--- src/rtl/alert_ping_sched_if.sv ---
// alert_ping_sched_if: ping request/ack and failure report bundle between scheduler and channels
// master: scheduler side (drives req/fail/fail_idx, reads ok); slave: channel side.
interface alert_ping_sched_if #(
  parameter int NAlerts = 4,
  parameter int NEsc = 4,
  parameter int IdxW = $clog2(NAlerts + NEsc)
);
  logic [NAlerts-1:0] alert_ping_req_o;
  logic [NAlerts-1:0] alert_ping_ok_i;
  logic [NEsc-1:0] esc_ping_req_o;
  logic [NEsc-1:0] esc_ping_ok_i;
  logic alert_ping_fail_o;
  logic esc_ping_fail_o;
  logic [IdxW-1:0] fail_idx_o;
  modport master (
    output alert_ping_req_o, esc_ping_req_o, alert_ping_fail_o, esc_ping_fail_o, fail_idx_o,
    input alert_ping_ok_i, esc_ping_ok_i
  );
  modport slave (
    input alert_ping_req_o, esc_ping_req_o, alert_ping_fail_o, esc_ping_fail_o, fail_idx_o,
    output alert_ping_ok_i, esc_ping_ok_i
  );
endinterface

--- src/rtl/alert_ping_sched.sv ---
// alert_ping_sched: round-robin ping scheduler over alert and escalation channels with timeout detection
// clk_i/rst_ni: clock, async active-low reset; en_i: scheduler enable;
// alert_en_i/esc_en_i: per-channel ping enables; period_i/timeout_i: idle and wait windows minus one;
// ping: req/ok per channel, fail pulses and combined failed-channel index.
module alert_ping_sched #(
  parameter int NAlerts = 4,
  parameter int NEsc = 4,
  parameter int TimerW = 16,
  parameter int IdxW = $clog2(NAlerts + NEsc)
) (
  input  logic               clk_i,
  input  logic               rst_ni,
  input  logic               en_i,
  input  logic [NAlerts-1:0] alert_en_i,
  input  logic [NEsc-1:0]    esc_en_i,
  input  logic [TimerW-1:0]  period_i,
  input  logic [TimerW-1:0]  timeout_i,
  alert_ping_sched_if.master ping
);
  localparam int N = NAlerts + NEsc;
  typedef enum logic [1:0] {IDLE, WAIT, PING} state_e;
  state_e state_q, state_d;
  logic [IdxW-1:0] ptr_q, ptr_d, tgt_q, tgt_d, fail_idx_q, fail_idx_d, nxt_idx, tgt_inc, j;
  logic [TimerW-1:0] cnt_q, cnt_d, cnt_inc;
  logic [N-1:0] req_q, req_d, en_vec, ok_vec;
  logic afail_q, afail_d, efail_q, efail_d, found, tmo, is_alert;
  assign en_vec = {esc_en_i, alert_en_i};
  assign ok_vec = {ping.esc_ping_ok_i, ping.alert_ping_ok_i};
  assign cnt_inc = &cnt_q ? cnt_q : cnt_q + 1'b1;
  assign tgt_inc = IdxW'((int'(tgt_q) + 1) % N);
  assign is_alert = int'(tgt_q) < NAlerts;
  // a disabled target or an ack in the final window cycle both suppress the failure
  assign tmo = en_vec[tgt_q] && !ok_vec[tgt_q] && cnt_q == timeout_i;
  // first enabled channel at or after ptr, wrapping
  always_comb begin
    nxt_idx = ptr_q;
    found = 1'b0;
    j = '0;
    for (int i = 0; i < N; i++) begin
      j = IdxW'((int'(ptr_q) + i) % N);
      if (!found && en_vec[j]) begin
        nxt_idx = j;
        found = 1'b1;
      end
    end
  end
  always_comb begin
    state_d = state_q;
    ptr_d = ptr_q;
    tgt_d = tgt_q;
    cnt_d = cnt_q;
    req_d = '0;
    afail_d = 1'b0;
    efail_d = 1'b0;
    fail_idx_d = fail_idx_q;
    if (!en_i) begin
      state_d = IDLE;
    end else begin
      unique case (state_q)
        IDLE: begin
          state_d = WAIT;
          cnt_d = '0;
        end
        WAIT: begin
          if (found && cnt_q >= period_i) begin
            state_d = PING;
            tgt_d = nxt_idx;
            cnt_d = '0;
            req_d = N'(1) << nxt_idx;
          end else begin
            cnt_d = found ? cnt_inc : cnt_q;
          end
        end
        PING: begin
          if (!en_vec[tgt_q] || ok_vec[tgt_q] || cnt_q == timeout_i) begin
            state_d = WAIT;
            cnt_d = '0;
            ptr_d = tgt_inc;
            afail_d = tmo && is_alert;
            efail_d = tmo && !is_alert;
            fail_idx_d = tmo ? tgt_q : fail_idx_q;
          end else begin
            cnt_d = cnt_inc;
            req_d = req_q;
          end
        end
        default: state_d = IDLE;
      endcase
    end
  end
  always_ff @(posedge clk_i or negedge rst_ni) begin
    if (!rst_ni) begin
      state_q <= IDLE;
      ptr_q <= '0;
      tgt_q <= '0;
      cnt_q <= '0;
      req_q <= '0;
      afail_q <= 1'b0;
      efail_q <= 1'b0;
      fail_idx_q <= '0;
    end else begin
      state_q <= state_d;
      ptr_q <= ptr_d;
      tgt_q <= tgt_d;
      cnt_q <= cnt_d;
      req_q <= req_d;
      afail_q <= afail_d;
      efail_q <= efail_d;
      fail_idx_q <= fail_idx_d;
    end
  end
  assign ping.alert_ping_req_o = req_q[NAlerts-1:0];
  assign ping.esc_ping_req_o = req_q[N-1:NAlerts];
  assign ping.alert_ping_fail_o = afail_q;
  assign ping.esc_ping_fail_o = efail_q;
  assign ping.fail_idx_o = fail_idx_q;
endmodule

--- src/flat_wrapper.sv ---
// flat-port wrapper written by rule: the top's interface ports become plain ports
module alert_ping_sched_flat 
#(
  parameter int NAlerts = 4,
  parameter int NEsc = 4,
  parameter int TimerW = 16,
  parameter int IdxW = $clog2(NAlerts + NEsc)
)
  (clk_i, rst_ni, en_i, alert_en_i, esc_en_i, period_i, timeout_i, ping_alert_ping_req_o, ping_esc_ping_req_o, ping_alert_ping_fail_o, ping_esc_ping_fail_o, ping_fail_idx_o, ping_alert_ping_ok_i, ping_esc_ping_ok_i);
  alert_ping_sched_if #(.NAlerts(NAlerts), .NEsc(NEsc), .IdxW(IdxW)) ping_i ();
  input  logic clk_i;
  input  logic rst_ni;
  input  logic en_i;
  input  logic [NAlerts-1:0] alert_en_i;
  input  logic [NEsc-1:0] esc_en_i;
  input  logic [TimerW-1:0] period_i;
  input  logic [TimerW-1:0] timeout_i;
  output wire logic [$bits(ping_i.alert_ping_req_o)-1:0] ping_alert_ping_req_o;
  output wire logic [$bits(ping_i.esc_ping_req_o)-1:0] ping_esc_ping_req_o;
  output wire logic [$bits(ping_i.alert_ping_fail_o)-1:0] ping_alert_ping_fail_o;
  output wire logic [$bits(ping_i.esc_ping_fail_o)-1:0] ping_esc_ping_fail_o;
  output wire logic [$bits(ping_i.fail_idx_o)-1:0] ping_fail_idx_o;
  input wire logic [$bits(ping_i.alert_ping_ok_i)-1:0] ping_alert_ping_ok_i;
  input wire logic [$bits(ping_i.esc_ping_ok_i)-1:0] ping_esc_ping_ok_i;
  assign ping_alert_ping_req_o = ping_i.alert_ping_req_o;
  assign ping_esc_ping_req_o = ping_i.esc_ping_req_o;
  assign ping_alert_ping_fail_o = ping_i.alert_ping_fail_o;
  assign ping_esc_ping_fail_o = ping_i.esc_ping_fail_o;
  assign ping_fail_idx_o = ping_i.fail_idx_o;
  assign ping_i.alert_ping_ok_i = ping_alert_ping_ok_i;
  assign ping_i.esc_ping_ok_i = ping_esc_ping_ok_i;
  alert_ping_sched #(.NAlerts(NAlerts), .NEsc(NEsc), .TimerW(TimerW), .IdxW(IdxW)) u_core (.clk_i(clk_i), .rst_ni(rst_ni), .en_i(en_i), .alert_en_i(alert_en_i), .esc_en_i(esc_en_i), .period_i(period_i), .timeout_i(timeout_i), .ping(ping_i));
endmodule
--- config.mk ---
export PLATFORM = sky130hd
export DESIGN_NAME = alert_ping_sched_flat
export DESIGN_NICKNAME = d
export VERILOG_FILES = /design/src/rtl/alert_ping_sched_if.sv /design/src/rtl/alert_ping_sched.sv /design/src/flat_wrapper.sv
export SDC_FILE = /design/constraint.sdc
export NUM_CORES = 1
export LEC_CHECK = 0
export CAP_MARGIN = 20
export CORE_MARGIN = 2
export CORE_UTILIZATION = 52
export CTS_CLUSTER_DIAMETER = 60
export DETAILED_ROUTE_END_ITERATION = 10
export PLACE_DENSITY = 0.85
export SYNTH_ARGS = -nofsm -noshare
export SYNTH_HDL_FRONTEND = slang
export SYNTH_SLANG_ARGS = --single-unit
export TNS_END_PERCENT = 1
--- constraint.sdc ---
create_clock -name clk_i -period 4.8 [get_ports clk_i]
set_clock_uncertainty 0.2 [all_clocks]
set_input_delay 1.2 -clock clk_i [delete_from_list [all_inputs] [get_ports clk_i]]
set_output_delay 1.2 -clock clk_i [all_outputs]
set_load 0.005 [all_outputs]
==> flow_summary_export.csv <==
group,metric,value,unit
status,status,"finished, final reports clean",
logic_synthesis,synthCells,441,
job,drv_cap,0,
power,vdd_drop_max,136,µV
grt,gr-usage-all-layers,25.3,%
sta,timing.final.ws_setup,0.442,ns
drt,vias,3740,
logic_synthesis,synth_cell_type_count,77,
logic_synthesis,yosys.area.top_type_share,24.1,%
min_path,worstHoldStart,"u_core.req_q[6]$_DFFE_PN0P_",
clock_tree,cts.repair_timing.setup_buffer_count,0,
die,die_area,8090,µm²
placement,place.gp.congestion,0.943,
placement,dp_slack,0.206,ns
setup_path,r2r_start,"u_core.ptr_q[0]$_DFFE_PN0P_",
grt,grt_pass1_wl,17000,µm
logic_synthesis,seq_area_frac_synth,24.1,%
logic_synthesis,ys_seq_elements,37,
setup_path,required,4.80,ns
drt,wl_per_cell,17.1,µm
logic_synthesis,synth_warnings,0,
clock_tree,htree_levels,2,
clock_tree,clk_pin_slew,0.09,ns
die,initial_utilization,53.2,%
setup_path,endpoint_kind,"register",
sta,max_freq,229,MHz
drt,routed_via_density,6.33,
logic_synthesis,yosys-top-cells-count,"nand2_1 (55), dfrtp_1 (37), inv_1 (29)",
min_path,hold_depth,2,
drt,drc,0,
layout,syn2layout_area_growth,19.6,%
sta,rsz0062_at_grt,"no",
power,leakage,1.93,nW
clock_tree,clockBufferDepth,2,
sta,setup_viol,0,
sta,slew_violations,0,
grt,overflow,0,
setup_path,critPathLaunch,"alert_en_i[0]",
drt,routed-wl-met2,5190,µm
sta,fin_tns_setup,0,ns
drt,first_iter_violations,277,
sta,slew_headroom,44.4,%
grt,grt_pass1_vias,3556,
clock_tree,cts_sinks,37,
sta,worstMarginPinSlew,0.835,ns
drt,highest_layer,"met4",
layout,drive_above_1_share,10.2,%
clock_tree,clockRootBuffer,"clkbuf_8",
grt,grt_start_max_net_pins,38,
logic_synthesis,synth_area,3840,µm²
die,dieHeight,89.9,µm
clock_tree,cts_tree,"built",
layout,antenna_cells,0,
logic_synthesis,async_flop_share,100,%
sta,fin_crit,4.36,ns
drt,drt_pass1_iterations,5,
logic_synthesis,ys_top_cells_by_area,"dfrtp_1 (24%), ha_1 (7.8%), mux4_2 (5.9%), nand2_1 (5.4%), xor2_1 (4.1%)",
drt,dr_wl_met3,626,µm
setup_path,crit_fanout,16,
placement,numPortBuffers,63,
die,io_pins,64,
logic_synthesis,yosysMostFrequentCell,"nand2_1",
setup_path,reg2reg_depth,10,
drt,wl_met1,4060,µm
power,p_per_area,169,nW/µm²
logic_synthesis,synth_nets,516,
setup_path,crit_type,"in2reg",
logic_synthesis,yosys_most_used_dff,"dfrtp_1",
setup_path,cp-start-kind,"input pin",
placement,hpwlAfterDp,7630,µm
die,std_cell_rows,31,
logic_synthesis,synth_top_cell_by_area,"dfrtp_1",
sta,hold_viol_final,0,
drt,detail-route-antenna-nets,0,
clock_tree,cts_hold_buf,0,
setup_path,cp.arrival,4.36,ns
clock_tree,clk_latency,0.30,ns
min_path,worstHoldPathType,"reg2reg",
drt,totalWireLength,10100,µm
clock_tree,cts_resized,0,
clock_tree,numCtsBuffers,5,
logic_synthesis,synth_edf_count,0,
die,coreArea,7210,µm²
sta,hold-worst-slack,0.288,ns
die,dieWidth,89.9,µm
sta,post-route-period-util,90.8,%
grt,grt_antenna_before_repair,0,
logic_synthesis,synth_area_per_cell,8.70,µm²
layout,nNetsFinal,566,
==> per-stage QoR <==
| stage | util, % | cell area, µm² | total power [W] | instances |
|---|---|---|---|---|
| 6_report | 63.6 | 4590 | 0.000774 | 591 |
| 5_1_grt | 63.6 | 4590 | 0.000810 | 591 |
| 4_1_cts | 63.6 | 4590 | 0.000774 | 591 |
| 3_5_place_dp | 62.0 | 4470 | 0.000498 | 583 |
| 3_3_place_gp | 62.0 | 4470 | 0.000492 | 583 |
| 2_1_floorplan | - | 3840 | 0.000422 | 441 |
==> report_power, final <==
group	internal, W	total (W)	leakage (nW)	switching [W]
Clock	0.000156	0.000280	0.0543	0.000124
Combinational	0.0000821	0.000177	1.38	0.0000946
Sequential	0.000314	0.000318	0.495	0.00000385
==> cell families (layout without fill, tap and decap cells) <==
group,after synthesis,in the layout,synth area share [%]
and+or+nand+nor,154,154,20.4
AOI/OAI and AO/OA,115,115,21.8
buffers and inverters,55,106,6.88
DFF,37,37,24.1
muxes,36,36,14.4
adders and majority gates,24,24,7.82
xor gates and xnor gates,20,20,4.56
==> cell usage in the layout (no fill, tap or decap), types with 5 or more instances in the layout <==
master and count:
clkdlybuf4s50_1 62, nand2_1 55, dfrtp_1 37, inv_1 29, ha_1 24, nor2_1 23
xor2_1 18, a21oi_1 18, o21ai_0 14, o21ai_1 13, o211ai_1 12, nand4_1 11
nor3_1 11, mux2i_1 10, mux4_2 10, nand3_1 9, nor4_1 8, a31oi_1 8
mux2_2 7, nand3b_1 6, a21o_1 5, a211oi_1 5, nor2b_1 5, clkbuf_8 5
buf_4 5
==> sequential cells by signal, summed over array words and instances, names as in the netlist <==
name	cells
u_core.cnt_q	16
u_core.req_q	8
u_core.ping.fail_idx_o	3
u_core.ptr_q	3
u_core.tgt_q	3
u_core.state_q	2
u_core.ping.alert_ping_fail_o	1
u_core.ping.esc_ping_fail_o	1
==> worst max-delay path, cell delays in order <==
cell	delay (ns)
clkdlybuf4s50_1	0.59
mux4_2	0.63
mux2i_4	0.19
a32oi_2	0.16
or2_1	0.44
nor3_4	0.28
o21a_2	0.39
o21ai_4	0.16
o311ai_1	0.31
==> path summary, 6_finish.rpt <==
| kind | slack (ns) | end |
|---|---|---|
| max | 0.44 | u_core.cnt_q[0]$_DFFE_PN0P_ |
| max in group asynchronous | 3.07 | u_core.cnt_q[2]$_DFFE_PN0P_ |
| max reg2reg | 0.92 | u_core.cnt_q[0]$_DFFE_PN0P_ |
| min in group asynchronous | 0.80 | u_core.req_q[6]$_DFFE_PN0P_ |
| min reg2reg | 0.29 | u_core.req_q[6]$_DFFE_PN0P_ |
| min | 0.29 | u_core.req_q[6]$_DFFE_PN0P_ |
==> layer usage <==
layer  track usage (%)  vias up
li1                  -     1748
met1              32.4     1805
met5                 0        -
met4              8.72        0
met3              3.10       20
met2              44.3      167
==> cell type report <==
class | instances | area (µm²)
clock buffers | 5 | 68.8
flip-flops and latches | 37 | 926
fillers | 603 | 2630
clock inverters | 3 | 46.3
well taps | 99 | 124
multi-input cells | 349 | 2650
inverters | 30 | 113
repair buffers | 68 | 663
No activity file was read; power rests on OpenSTA's default activity.
